[config.mk]
export PLATFORM = sky130hd
export DESIGN_NAME = dsp_wdata_channel
export DESIGN_NICKNAME = d
export VERILOG_FILES = /design/src/rtl/dsp_wdata_channel.sv
export SDC_FILE = /design/constraint.sdc
export NUM_CORES = 1
export LEC_CHECK = 0
export BUFFER_PORTS_ARGS = -buffer_cell sky130_fd_sc_hd__clkbuf_2
export CORE_AREA = 2 2 93 95
export CTS_CLUSTER_DIAMETER = 120
export DETAILED_ROUTE_END_ITERATION = 12
export DIE_AREA = 0 0 95 97
export PLACE_DENSITY = 0.79
export SYNTH_ARGS = -nofsm -noshare
export SYNTH_HDL_FRONTEND = slang
export SYNTH_SLANG_ARGS = --single-unit
[constraint.sdc]
create_clock -name ACLK_i -period 3 [get_ports ACLK_i]
set_input_delay 0.3 -clock ACLK_i [delete_from_list [all_inputs] [get_ports ACLK_i]]
set_output_delay 0.3 -clock ACLK_i [all_outputs]
set_load 0.005 [all_outputs]
[src/rtl/dsp_wdata_channel.sv]
// rtl/dsp_wdata_channel.sv - master-side W beat dispatcher routing bursts to slave arbiters in AW order (optional WLAST_CHECK_EN)
module dsp_wdata_channel #(
    parameter int SLV_AMT          = 2,
    parameter int SLV_ID_W         = $clog2(SLV_AMT),
    parameter int OUTSTANDING_AMT  = 8,
    parameter int DATA_WIDTH       = 32,
    parameter int TRANS_DATA_LEN_W = 3
) (
    input  logic                           ACLK_i,
    input  logic                           ARESETn_i,
    input  logic [DATA_WIDTH-1:0]          m_WDATA_i,
    input  logic                           m_WLAST_i,
    input  logic                           m_WVALID_i,
    output logic                           m_WREADY_o,
    input  logic [SLV_ID_W-1:0]            AW_slv_id_i,
    input  logic [TRANS_DATA_LEN_W-1:0]    AW_AxLEN_i,
    input  logic                           AW_fifo_order_wr_en_i,
    output logic                           AW_stall_o,
    output logic [DATA_WIDTH*SLV_AMT-1:0]  sa_WDATA_o,
    output logic [SLV_AMT-1:0]             sa_WLAST_o,
    output logic [SLV_AMT-1:0]             sa_WVALID_o,
    input  logic [SLV_AMT-1:0]             sa_WREADY_i
`ifdef WLAST_CHECK_EN
    ,
    output logic                           wlast_err_o
`endif
);

    localparam int PTR_W = $clog2(OUTSTANDING_AMT);
    localparam int CNT_W = PTR_W + 1;

    typedef struct packed {
        logic [SLV_ID_W-1:0]         slv;
        logic [TRANS_DATA_LEN_W-1:0] len;
    } order_t;

    typedef enum logic {
        S_IDLE  = 1'b0,
        S_BURST = 1'b1
    } state_t;

    // Order FIFO storage and bookkeeping
    order_t                      fifo_mem [OUTSTANDING_AMT];
    logic [PTR_W-1:0]            wr_ptr;
    logic [PTR_W-1:0]            rd_ptr;
    logic [CNT_W-1:0]            fifo_cnt;
    logic                        fifo_empty;
    logic                        fifo_full;
    logic                        fifo_push;
    logic                        fifo_pop;
    order_t                      head;

    // Burst tracking and output register
    state_t                      state;
    state_t                      state_nxt;
    logic [TRANS_DATA_LEN_W-1:0] beat_cnt;
    logic                        beat_acc;
    logic                        beat_last;
    logic                        out_valid;
    logic                        out_last;
    logic [SLV_ID_W-1:0]         out_sel;
    logic [DATA_WIDTH-1:0]       out_data;
    logic                        out_hs;

    assign fifo_empty = (fifo_cnt == '0);
    assign fifo_full  = (fifo_cnt == CNT_W'(OUTSTANDING_AMT));
    assign head       = fifo_mem[rd_ptr];
    assign AW_stall_o = fifo_full;

    // A beat matching the head AxLEN closes the burst and retires its FIFO entry.
    assign beat_last  = (beat_cnt == head.len);
    assign beat_acc   = m_WVALID_i & m_WREADY_o;
    assign fifo_pop   = beat_acc & beat_last;
    // When full, a push is only taken if a slot frees up in the same cycle.
    assign fifo_push  = AW_fifo_order_wr_en_i & (~fifo_full | fifo_pop);
    assign out_hs     = out_valid & sa_WREADY_i[out_sel];

    // Order FIFO payload write (no reset needed: entries are qualified by fifo_cnt)
    always_ff @(posedge ACLK_i) begin
        if (fifo_push) begin
            fifo_mem[wr_ptr] <= '{slv: AW_slv_id_i, len: AW_AxLEN_i};
        end
    end

    // Order FIFO pointers and occupancy
    always_ff @(posedge ACLK_i or negedge ARESETn_i) begin
        if (!ARESETn_i) begin
            wr_ptr   <= '0;
            rd_ptr   <= '0;
            fifo_cnt <= '0;
        end else begin
            if (fifo_push) begin
                wr_ptr <= wr_ptr + 1'b1;
            end
            if (fifo_pop) begin
                rd_ptr <= rd_ptr + 1'b1;
            end
            case ({fifo_push, fifo_pop})
                2'b10:   fifo_cnt <= fifo_cnt + 1'b1;
                2'b01:   fifo_cnt <= fifo_cnt - 1'b1;
                default: fifo_cnt <= fifo_cnt;
            endcase
        end
    end

    // Dispatcher state register
    always_ff @(posedge ACLK_i or negedge ARESETn_i) begin
        if (!ARESETn_i) begin
            state <= S_IDLE;
        end else begin
            state <= state_nxt;
        end
    end

    // Next state and master ready: back to IDLE only when the last beat drains the FIFO
    always_comb begin
        state_nxt  = state;
        m_WREADY_o = 1'b0;
        case (state)
            S_IDLE: begin
                if (!fifo_empty) begin
                    state_nxt = S_BURST;
                end
            end
            S_BURST: begin
                m_WREADY_o = ~out_valid | sa_WREADY_i[out_sel];
                if (fifo_pop && (fifo_cnt == CNT_W'(1)) && !fifo_push) begin
                    state_nxt = S_IDLE;
                end
            end
            default: begin
                state_nxt = S_IDLE;
            end
        endcase
    end

    // Beat counter within the current burst; wraps to 0 on the last beat
    always_ff @(posedge ACLK_i or negedge ARESETn_i) begin
        if (!ARESETn_i) begin
            beat_cnt <= '0;
        end else if (beat_acc) begin
            if (beat_last) begin
                beat_cnt <= '0;
            end else begin
                beat_cnt <= beat_cnt + 1'b1;
            end
        end
    end

    // Output register: load on master acceptance, drop after the selected slave takes it
    always_ff @(posedge ACLK_i or negedge ARESETn_i) begin
        if (!ARESETn_i) begin
            out_valid <= 1'b0;
            out_last  <= 1'b0;
            out_sel   <= '0;
            out_data  <= '0;
        end else if (beat_acc) begin
            out_valid <= 1'b1;
            out_last  <= beat_last;
            out_sel   <= head.slv;
            out_data  <= m_WDATA_i;
        end else if (out_hs) begin
            out_valid <= 1'b0;
        end
    end

    // Fan the registered beat out; only the selected slave sees valid/last
    always_comb begin
        sa_WDATA_o  = '0;
        sa_WVALID_o = '0;
        sa_WLAST_o  = '0;
        for (int s = 0; s < SLV_AMT; s++) begin
            sa_WDATA_o[s*DATA_WIDTH +: DATA_WIDTH] = out_data;
            sa_WVALID_o[s] = out_valid & (out_sel == SLV_ID_W'(s));
            sa_WLAST_o[s]  = out_valid & out_last & (out_sel == SLV_ID_W'(s));
        end
    end

`ifdef WLAST_CHECK_EN
    // Sticky flag for master WLAST disagreeing with the AW-derived burst length
    always_ff @(posedge ACLK_i or negedge ARESETn_i) begin
        if (!ARESETn_i) begin
            wlast_err_o <= 1'b0;
        end else if (beat_acc && (m_WLAST_i != beat_last)) begin
            wlast_err_o <= 1'b1;
        end
    end
`else
    // Master WLAST is not consulted in this build; routing follows the counter only
    wire unused_wlast = m_WLAST_i;
`endif

endmodule

# [Yosys cells after proc, flatten, opt, wreduce, memory -nomap -nowiden]
# Memories as Yosys holds them, arrays and structs flattened.
# Cells that the tools add are included.
[classes] reduce_logical=6 eq_ne=5 addsub=5 magnitude_cmp=1 n_bitwise=15 mux=12
[ops] op="adder 3 x 1 -> 3 bit, second input constant" n=3
[ops] op="bitwise AND 1 bit" n=9
[ops] op="two-way mux 1 bit" n=9
[ops] op="case mux 4 bit (2 select lines)" n=1
[ops] op="adder 4 x 1 -> 4 bit, second input constant" n=1
[ops] op="== test 4 x 1 -> 1 bit, second input constant" n=1
[ops] op="== test 4 bit, second input constant" n=1
[ops] op="logical NOT 4 bit" n=1
[ops] op="NOT 1 bit" n=4
[ops] op="nonzero test 2 bit" n=2
[ops] op="subtractor 4 x 1 -> 4 bit, second input constant" n=1
[ops] op="== test 3 bit" n=1
[ops] op="two-way mux 3 bit" n=1
[ops] op="== test 2 x 1 -> 1 bit, second input constant" n=1
[ops] op="== test 2 bit, second input constant" n=1
[ops] op="logical AND 1 bit" n=2
[ops] op="less-than comparator 1 x 2 -> 1 bit, second input constant" n=1
[ops] op="OR 1 bit" n=2
[ops] op="case mux 1 bit (2 select lines)" n=1
[ops] op="logical NOT 1 bit" n=1
[word_totals] memories=1 inputBits=43 ram_bits=32 ff_bits=49
[memory_table] name="fifo_mem" depth=8 word_bits=4 read_ports=1 rd_ports_with_merged_regs=0 write_ports=1 line_no="43" source="order_t fifo_mem [OUTSTANDING_AMT];"

# [Depth between registers and ports, before layout]
# Gate-level depths: netlist of the first run.
[depth] depth_word=12 mapped_depth=11

# [Least setup slack after synthesis of the first run]
# No wires, ideal clock.
[synth_timing] path_type="flip-flop to flip-flop" start="register rd_ptr[0]" end="register fifo_cnt[3]" required_ns=2.921 stages_incl_launch_ff=12 slack_ns=0.145 n_path_buf=2 arrival_ns=2.776 path_cell_list="dfrtp_1 buf_6 mux2i_1 mux4_2 xnor2_2 nor4_4 o21ai_2 buf_6 ha_1 nand4b_1 a21oi_1 xor2_1"
[synth_via] elab_chain_cells=7 elab_cells_between_ends=9
[synth_rtl] element="start, declared" line_no="45" source="logic [PTR_W-1:0] rd_ptr;"
[synth_rtl] element="start signal, assigned" line_no="96" source="rd_ptr <= rd_ptr + 1'b1;"
[synth_rtl] element="memory (8 x 4 bit) *"
[synth_rtl] element="== test 3 bit *" line_no="71" source="assign beat_last = (beat_cnt == head.len);"
[synth_rtl] element="bitwise AND 1 bit *" line_no="73" source="assign fifo_pop = beat_acc & beat_last;"
[synth_rtl] element="named net fifo_pop" line_no="50" source="logic fifo_pop;"
[synth_rtl] element="OR 1 bit" line_no="75" source="assign fifo_push = AW_fifo_order_wr_en_i & (~fifo_full | fifo_pop);"
[synth_rtl] element="bitwise AND 1 bit" line_no="75"
[synth_rtl] element="== test 2 x 1 -> 1 bit / == test 2 bit (equally long branches)" line_no="98" source="case ({fifo_push, fifo_pop})"
[synth_rtl] element="case mux 4 bit (2 select lines) / nonzero test 2 bit (equally long branches)"
[synth_rtl] element="end signal, assigned" line_no="99" source="2'b10: fifo_cnt <= fifo_cnt + 1'b1;"
[synth_rtl] element="end signal, assigned" line_no="100" source="2'b01: fifo_cnt <= fifo_cnt - 1'b1;"
[synth_rtl] element="end signal, assigned" line_no="101" source="default: fifo_cnt <= fifo_cnt;"
[synth_rtl] element="end, declared" line_no="46" source="logic [CNT_W-1:0] fifo_cnt;"
# The timed path passes the listed nets; every way through them passes the cells marked *.
# A chain may end at the register's enable or synchronous reset.

# [Final worst setup path of the first run]
[layout_timing] start="register rd_ptr[1]" end="memory fifo_mem[2][2] in the netlist's numbering, enable pin"
[layout_via] elab_chain_cells=7
[layout_rtl] element="memory (8 x 4 bit)"
[layout_rtl] element="== test 3 bit" line_no="71"
[layout_rtl] element="bitwise AND 1 bit" line_no="73"
[layout_rtl] element="named net fifo_pop" line_no="50"
[layout_rtl] element="OR 1 bit" line_no="75"
[layout_rtl] element="bitwise AND 1 bit" line_no="75"
[layout_rtl] element="two-way mux 1 bit" line_no="80" source="if (fifo_push) begin"
[layout_rtl] element="two-way mux 1 bit (not written as such)" line_no="81" source="fifo_mem[wr_ptr] <= '{slv: AW_slv_id_i, len: AW_AxLEN_i};"
[layout_rtl] element="end, declared" line_no="43"
# The timed path passes the listed nets, and every way through them passes these cells.

==> results, run 1 <==
- The floorplan has 33 rows.
- For the pin with the worst max-slew slack, the measured transition is around 0.72 ns.
- The smallest clock period supported by the final layout is computed as between 2 and 3 ns.
- TritonCTS built the clock tree.
- The number of endpoints with negative hold slack in the final report was 0.
- In this run, post-CTS repair resized a total of 0 instances.
- The maximum fanout along the worst path is 10.
- The number of antenna violations at the first check in global routing is 0.
- The average instance in the mapped netlist occupies approximately 15 um^2.
- The run finished with clean final reports.
- The worst-case headroom to the max-slew limit is 52.0%.
- Using the TritonRoute via totals, the vias-per-cell ratio works out to 4.85.
- In this run the static leakage power is 1.98 nW.
- The final-report max-slew violation count is 0.
- At the placement stage, the worst setup path has a slack of 0.241 ns.
- The die is 97 um tall.
- The area growth from synthesis to layout is 18.7%.
- The worst path meets setup with 0.254 ns of slack.
- Across the run, the number of max-cap violations was 0.
- On the worst path, the slowest cell contributes a delay of 0.61 ns.
- The critical path class is register to register.
- Setup repair after global routing left no endpoint under its margin.
- Detailed placement finished with a half-perimeter wire length of 5060 um.
- The post-route antenna net violation count is 0.
- The via count of the first global-routing pass was 2088.
- The post-route fraction of the period consumed by the critical path is between 90% and 100%.
- The power per cell area is 927 nW/um^2.
- The number of nets in the synthesized netlist is a little under 300.
- Sequential elements use between 50 and 60% of the synthesized area.
- The TritonCTS buffer count is 9.
- Static timing analysis puts the maximum clock frequency at 364 MHz.
- After the last flow step, the layout net total stands at around 390.
- The first global-routing pass estimated 10100 um of wire.
- The initial cell density of the core is 45.2%.
- The clock root buffer is clkbuf_8.
- After clock tree synthesis, the flow added hold-fix buffers numbering 1.
- The total of buffers placed on input and output ports is 111.
- Leaving out fill and tap cells, the most frequent cells in the layout are clkbuf_2 (111), dfrtp_1 (49), mux2_2 (35).
- The number of detailed-routing iterations run before antenna repair is 4.
- The signal on the critical path passes through mux4_2 -> xnor2_2 -> nor4_4 -> o21ai_2 -> buf_12 -> nor4b_4.
- The number of register bits inferred by synthesis is 81.
- The synthesized design devotes to its leading area cell type 33.3% of total area.
- The floorplan step defined a die boundary enclosing 9220 um^2.
- In the final timing run, aggregate negative setup slack is 0 ns.
- By area the synthesized netlist is led by dfrtp_1 (33%), edfxtp_1 (26%), mux2_2 (11%).
- In the routed design, unresolved DRC markers number 0.
- The worst endpoint data arrival time is 2.76 ns.
- Global routing finished with a remaining overflow of 0.
- The class of the most critical hold timing path is input pin to register.
- The worst setup path is captured at a register.
- The overall routing resource usage is 14.7%.
- The antenna cell count is 0.
- The number of instances in the synthesized netlist is 247.
- Clock skew on the completed layout was measured at 0.00886 ns.
- The initial detailed-routing violation count is 56.
- The count of cells along the worst register-to-register path is 6.
- The clock drives 81 sinks.
- Across all hold checks on the routed design, the worst slack comes to 0.170 ns.
- The netlist area before placement is between 3000 and 4000 um^2.
- Leaving out fill and tap cells, the most frequent cell in the layout is clkbuf_2.
- The largest individual stage delay along the critical path comes from the cell dfrtp_1.
- Measured along the x axis, the die boundary spans between 90 and 100 um.
- The routability-driven placement congestion ratio is 0.789.
- During I/O placement, the number of pins put on the boundary was 113.
- The number of warning messages in the yosys log is 0.
- The worst ir drop on vdd is 0.000326 V.
- The number of cells on the worst hold path is 2.
- The post-CTS setup buffer count is 0.
- The number of H-tree levels is 3.
- The final route contains ~2200 vias.
- The element type at the critical path start is a register.
- The critical path data required time is 3.02 ns.
- Counting the fill cells in the layout gives around 700.
- In the final routed layout, each cell accounts on average for 14.8 um.
- The register clock-pin slew on the reported worst setup and hold paths is 0.08 ns.
- Of all cell types, the one taking the most synthesized area is dfrtp_1.
- Entering global routing, the biggest net connects 40 pins.
- The final setup violation count is 0.
- The standard cell core area is 8130 um^2.
- Of the cells placed in the final design, the portion with a size suffix greater than 1 is between 50% and 60%.
- The number of buffers between clock root and the deepest sink is 2.
- The wire length after detailed routing is 6630 um.
- The clock latency on the worst-skew pair is 0.35 ns.
- Counting distinct cell types in the post-synthesis netlist gives 37.
==> through the flow <==
stage | instance area [um^2] | total power [mW] | instances | util [%]
4_1_cts | 4360 | 4.10 | 447 | 53.7
2_1_floorplan | 3680 | 2.92 | 247 | -
3_5_place_dp | 4170 | 3.34 | 430 | 51.2
6_report | 4360 | 4.05 | 447 | 53.7
3_3_place_gp | 4170 | 3.28 | 430 | 51.2
5_1_grt | 4360 | 4.34 | 447 | 53.7
==> Yosys cell counts <==
| library cell | n |
|---|---|
| clkbuf_1 | 1 |
| xor2_1 | 3 |
| nand2_1 | 9 |
| dfrtp_1 | 49 |
| nor4b_4 | 1 |
| or2_2 | 1 |
| edfxtp_1 | 32 |
| buf_6 | 2 |
| nand4b_1 | 1 |
| xnor2_1 | 7 |
| nor4bb_4 | 1 |
| buf_4 | 32 |
| o21ai_0 | 2 |
| nor4b_2 | 2 |
| mux2_2 | 35 |
| a32oi_1 | 1 |
| o211ai_1 | 1 |
| nor4_4 | 1 |
| o21ai_2 | 1 |
| mux4_2 | 5 |
| nor2_1 | 7 |
| buf_2 | 1 |
| a22o_1 | 1 |
| nor4_2 | 1 |
| mux2i_1 | 15 |
| a21oi_1 | 3 |
| buf_1 | 7 |
| nand3b_1 | 1 |
| nand3_1 | 2 |
| xnor2_2 | 2 |
| and3_1 | 2 |
| nor2b_1 | 1 |
| and2_1 | 1 |
| inv_1 | 6 |
| nor3_1 | 2 |
| ha_1 | 7 |
| or3_1 | 1 |
==> power breakdown <==
| part | switching, mW | internal, mW | total (mW) | leakage [nW] |
|---|---|---|---|---|
| combinational | 0.646 | 0.841 | 1.49 | 1.02 |
| sequential | 0.328 | 1.48 | 1.81 | 0.864 |
| clock | 0.367 | 0.383 | 0.750 | 0.0933 |
==> critical path, delay by kind of cell (launching register included) <==
| family | cells | cell delay, ns |
|---|---|---|
| AOI/OAI and AO/OA | 1 | 0.12 |
| xor gates and xnor gates | 1 | 0.18 |
| muxes | 1 | 0.61 |
| buffers and inverters | 1 | 0.16 |
| DFF | 1 | 0.61 |
| and+or+nand+nor | 2 | 0.74 |
==> final cells by class <==
class | count | area, um^2 | share of cell area, %
well taps | 105 | 131 | 3.01
clock inverters | 5 | 56.3 | 1.29
repair buffers | 122 | 666 | 15.3
inverters | 6 | 22.5 | 0.516
flip-flops and latches | 81 | 2190 | 50.1
multi-input cells | 117 | 1170 | 26.8
clock buffers | 11 | 131 | 3.01
==> layer usage <==
metal  part of all wire, %  up-vias  track usage [%]
li1                      -     1018                -
met1                    42     1048             17.0
met2                    49       95             24.7
met3                   7.1        8             4.28
met4                   1.8        0             6.69
met5                     0        -                0
==> cells by family after synthesis <==
group | share of synthesized area (%)
fa+ha+maj | 2.38
xor+xnor | 3.27
buf+inv | 8.71
mux | 17.9
simple gates | 6.70
flops | 59.5
compound gates | 1.60
==> final timing paths <==
check,startpoint,slack [ns],end
min,m_WDATA_i[0],0.17,out_data[0]$_DFFE_PN0P_
min reg2reg,fifo_cnt[3]$_DFFE_PN0P_,0.50,fifo_cnt[3]$_DFFE_PN0P_
max reg2reg,rd_ptr[1]$_DFFE_PN0P_,0.25,fifo_mem[2][2]$_DFFE_PP_
max in group asynchronous,ARESETn_i,1.74,out_data[10]$_DFFE_PN0P_
max,rd_ptr[1]$_DFFE_PN0P_,0.25,fifo_mem[2][2]$_DFFE_PP_
min in group asynchronous,ARESETn_i,0.53,out_data[2]$_DFFE_PN0P_
==> registers in the layout (all words and copies together), names as in the netlist <==
| signal | cells |
|---|---|
| fifo_mem | 32 |
| out_data | 32 |
| fifo_cnt | 4 |
| beat_cnt | 3 |
| rd_ptr | 3 |
| wr_ptr | 3 |
| out_last | 1 |
| out_sel | 1 |
| out_valid | 1 |
| state | 1 |
No activity file was read; power rests on OpenSTA's default activity.
==> run 2: changes to the inputs <==
CORE_AREA = 2 2 91 93   (was 2 2 93 95)
CTS_BUF_LIST = sky130_fd_sc_hd__clkbuf_4 sky130_fd_sc_hd__clkbuf_8   (was default)
DIE_AREA = 0 0 93 95   (was 0 0 95 97)
PLACE_DENSITY = 0.82   (was 0.79)
==> run 2 against run 1 <==
  * Utilization increased by 1.9 points
  * Global-route usage decreased by 0.50 points
  * Sequential power about the same
  * Clock power increased by 17%
  * Non-clock buffer count increased by 2
  * Sequential cell count unchanged
  * Design area increased by 0.89%
  * Via count decreased by 2.4%
  * Routed wire length decreased by 7.3%
  * Fmax decreased by 3.0%
  * Final cell count increased by 0.45%
  * Combinational power about the same
  * Highest routed layer unchanged
==> results, run 2 (synthesized netlist as in run 1, its figures left out) <==
- Unrepaired setup endpoints after global routing: false (unchanged).
- Largest registers in the final layout: fifo_mem x32, out_data x32, fifo_cnt x4 (unchanged).
- The average wire per standard cell is 13.7 um (was 14.8 um).
- The worst-case headroom to the max-slew limit was 61.7% (was 52.0%).
- The fmax is 353 MHz (was 364 MHz).
- The maximum fanout along the worst path was 10 (unchanged).
- The proportion of power drawn by the clock network is 21.3% (was 18.5%).
- The register clock-pin slew on the reported worst setup and hold paths is 0.09 ns (was 0.08 ns).
- Outcome: completed (unchanged).
- The TritonCTS buffer count came to 9 (unchanged).
- The number of clock sinks is 81 (unchanged).
- Most frequent cells in the layout: clkbuf_2 (111), dfrtp_1 (49), mux2_2 (35) (unchanged).
- The leakage component of the power is 2.00 nW (was 1.98 nW).
- The post-route antenna net violation count is 0 (unchanged).
- The number of endpoints with negative hold slack in the final report is 0 (unchanged).
- The clock root buffer is clkbuf_8 (unchanged).
- The via count of the first global-routing pass was 1975 (was 2088).
- The final routed DRC violation total is 0 (unchanged).
- The overall routing resource usage came to 14.2% (was 14.7%).
- The relative area change from synthesis to final layout is 19.7% (was 18.7%).
- The cell-internal power is 2.79 mW (was 2.71 mW).
- The total negative slack for setup checks is 0 ns (unchanged).
- The standard cell core area came to 7930 um^2 (was 8130 um^2).
- The final-report max-slew violation count came to 0 (unchanged).
- The element type at the critical path start is a register (unchanged).
- The number of detailed-routing iterations run before antenna repair is 4 (unchanged).
- The final setup skew came to 0.0124 ns (was 0.00886 ns).
- The placement-stage cell area is 4170 um^2 (about the same).
- The total non-filler cell area in the finished layout was 4400 um^2 (was 4360 um^2).
- Critical Path, Cell by Cell: mux4_2 -> xnor2_2 -> nor4_4 -> o21ai_2 -> buf_12 -> nor4b_4 (unchanged).
- The initial detailed-routing violation count is 56 (unchanged).
- The clock latency on the worst-skew pair is 0.35 ns (about the same).
- The part of the power in combinational logic is 35.3% (was 36.8%).
- The routability-driven placement congestion ratio came to 0.779 (was 0.789).
- The routed via count was 2118 (was 2169).
- The post-layout minimum cycle time is 2.83 ns (was 2.75 ns).
- The fraction of layout cells with a size suffix above 1 came to 54.9% (was 54.1%).
- The row count was 33 (unchanged).
- The width of the chip is 93 um (was 95 um).
- The number of antenna violations at the first check in global routing is 0 (unchanged).
- The TritonCTS clock tree was done (unchanged).
- The global-route wire length before repair is 9320 um (was 10100 um).
- The sequential cell area in the final layout is 2190 um^2 (unchanged).
- The number of max-cap violations is 0 (unchanged).
- The type of destination of the critical path is a register (unchanged).
- The reported net switching power is 1.34 mW (about the same).
- The total buffers and inverters traversed by the critical path is 1 (unchanged).
- The count of fill cells added during filler insertion was 670 (was 686).
- The maximum cell stage delay along the critical path is 0.64 ns (was 0.61 ns).
- The routed via count divided by cell count is 4.72 (was 4.85).
- The total of buffers placed on input and output ports is 111 (unchanged).
- The final global-route overflow total is 0 (unchanged).
- The multi-input logic area came to 1170 um^2 (unchanged).
- The final setup violation count is 0 (unchanged).
- The full die area is 8840 um^2 (was 9220 um^2).
- The most frequent standard cell in the layout excluding fill and tap cells was clkbuf_2 (unchanged).
- The share of power burned in registers is 43.4% (was 44.7%).
- The post-route fraction of the period consumed by the critical path was 94.4% (was 91.5%).
- The worst ir drop on vdd is 0.000458 V (was 0.000326 V).
- The critical path data required time is 3.00 ns (was 3.02 ns).
- The switching power share of the total is 32.4% (was 33.1%).
- The class of the most critical hold timing path is input pin to register (unchanged).
- The height of the chip was 95 um (was 97 um).
- The actual transition at the worst max-transition pin is 0.574 ns (was 0.720 ns).
- The maximum number of pins on one net before global-route repair is 40 (unchanged).
- The count of boundary I/O pins is 113 (unchanged).
- The critical path class is register to register (unchanged).
- The number of buffers between clock root and the deepest sink is 2 (unchanged).
- The cell type group with the largest total delay on the critical path was simple AND/OR/NAND/NOR gates (unchanged).
- The slowest cell on the critical path is dfrtp_1 (unchanged).
- The power per cell area came to 939 nW/um^2 (was 927 nW/um^2).
- The number of H-tree levels is 3 (unchanged).
- The worst endpoint data arrival time is 2.83 ns (was 2.76 ns).
- The HPWL after detailed placement is 4660 um (was 5060 um).
- The net count of the finished layout is 389 (was 387).
- The antenna cell count is 0 (unchanged).
- The wire length after detailed routing is 6140 um (was 6630 um).
- The initial cell density of the core is 46.4% (was 45.2%).
-- run 2: changes by cell type in the layout (fill, tap and decap cells not counted) --
cell        before  now
buf_4            8   11
bufinv_16        1    2
clkinv_2         2    1
clkbuf_1         2    0
inv_6            0    3
buf_12           2    1
clkinvlp_4       1    0
-- run 2: metal layers --
metal	routed length, um	up-vias	GRT usage [%]
met4	77	0	5.51
met2	3340	72	26.3
li1	-	1025	-
met1	2440	1014	15.3
met3	281	7	3.83
met5	0	-	0
-- run 2: worst reg2reg max path, cell delays in order (launching register included) --
cell     delay [ns]
dfrtp_1        0.64
mux4_2         0.60
xnor2_2        0.17
nor4_4         0.34
o21ai_2        0.13
buf_12         0.16
nor4b_4        0.44
-- run 2: worst paths after layout --
| path | from | end | slack (ns) | cells after the start |
|---|---|---|---|---|
| max | rd_ptr[1]$_DFFE_PN0P_ | fifo_mem[2][0]$_DFFE_PP_ | 0.17 | 6 |
| min | m_WDATA_i[14] | out_data[14]$_DFFE_PN0P_ | 0.17 | 2 |
| max reg2reg | rd_ptr[1]$_DFFE_PN0P_ | fifo_mem[2][0]$_DFFE_PP_ | 0.17 | 6 |
| min reg2reg | fifo_cnt[3]$_DFFE_PN0P_ | fifo_cnt[3]$_DFFE_PN0P_ | 0.50 | 1 |
| max in group asynchronous | ARESETn_i | out_data[11]$_DFFE_PN0P_ | 1.76 | 3 |
| min in group asynchronous | ARESETn_i | beat_cnt[0]$_DFFE_PN0P_ | 0.47 | 2 |
-- run 2: what timing repair did --
item	4_1_cts	5_1_grt
endpoints found under the hold margin	21	0
setup buffers	0	0
resized for setup	0	0
setup endpoints to repair	0	0
hold buffers	1	0
-- run 2: final cells by class --
class | instances | share of cell area, %
Sequential cell | 81 | 49.7
Multi-Input combinational cell | 117 | 26.6
Timing Repair Buffer | 124 | 15.2
Tap cell | 105 | 2.98
Clock buffer | 9 | 2.81
Clock inverter | 7 | 2.27
Inverter | 6 | 0.512
-- run 2: metrics by stage --
stage | cells | total power, mW | hold slack, ns | utilization [%] | worst slack [ns]
floorplan | 247 | 2.92 | 0.00441 | - | 0.145
global placement | 432 | 3.23 | 0.319 | 52.6 | 0.228
detailed placement | 432 | 3.30 | 0.328 | 52.6 | 0.162
CTS | 449 | 4.20 | 0.154 | 55.5 | 0.100
global route | 449 | 4.42 | 0.149 | 55.5 | 0.00861
finish | 449 | 4.13 | 0.172 | 55.5 | 0.168
-- run 2: power by group through the flow --
stage                     Combinational [mW]  Sequential, mW  Clock, mW
after global placement                  1.44            1.79          0
after global routing                    1.60            1.85      0.969
after CTS                               1.49            1.80      0.916
after detailed placement                1.48            1.82          0
final                                   1.46            1.79      0.879
after floorplan                         1.21            1.71          0
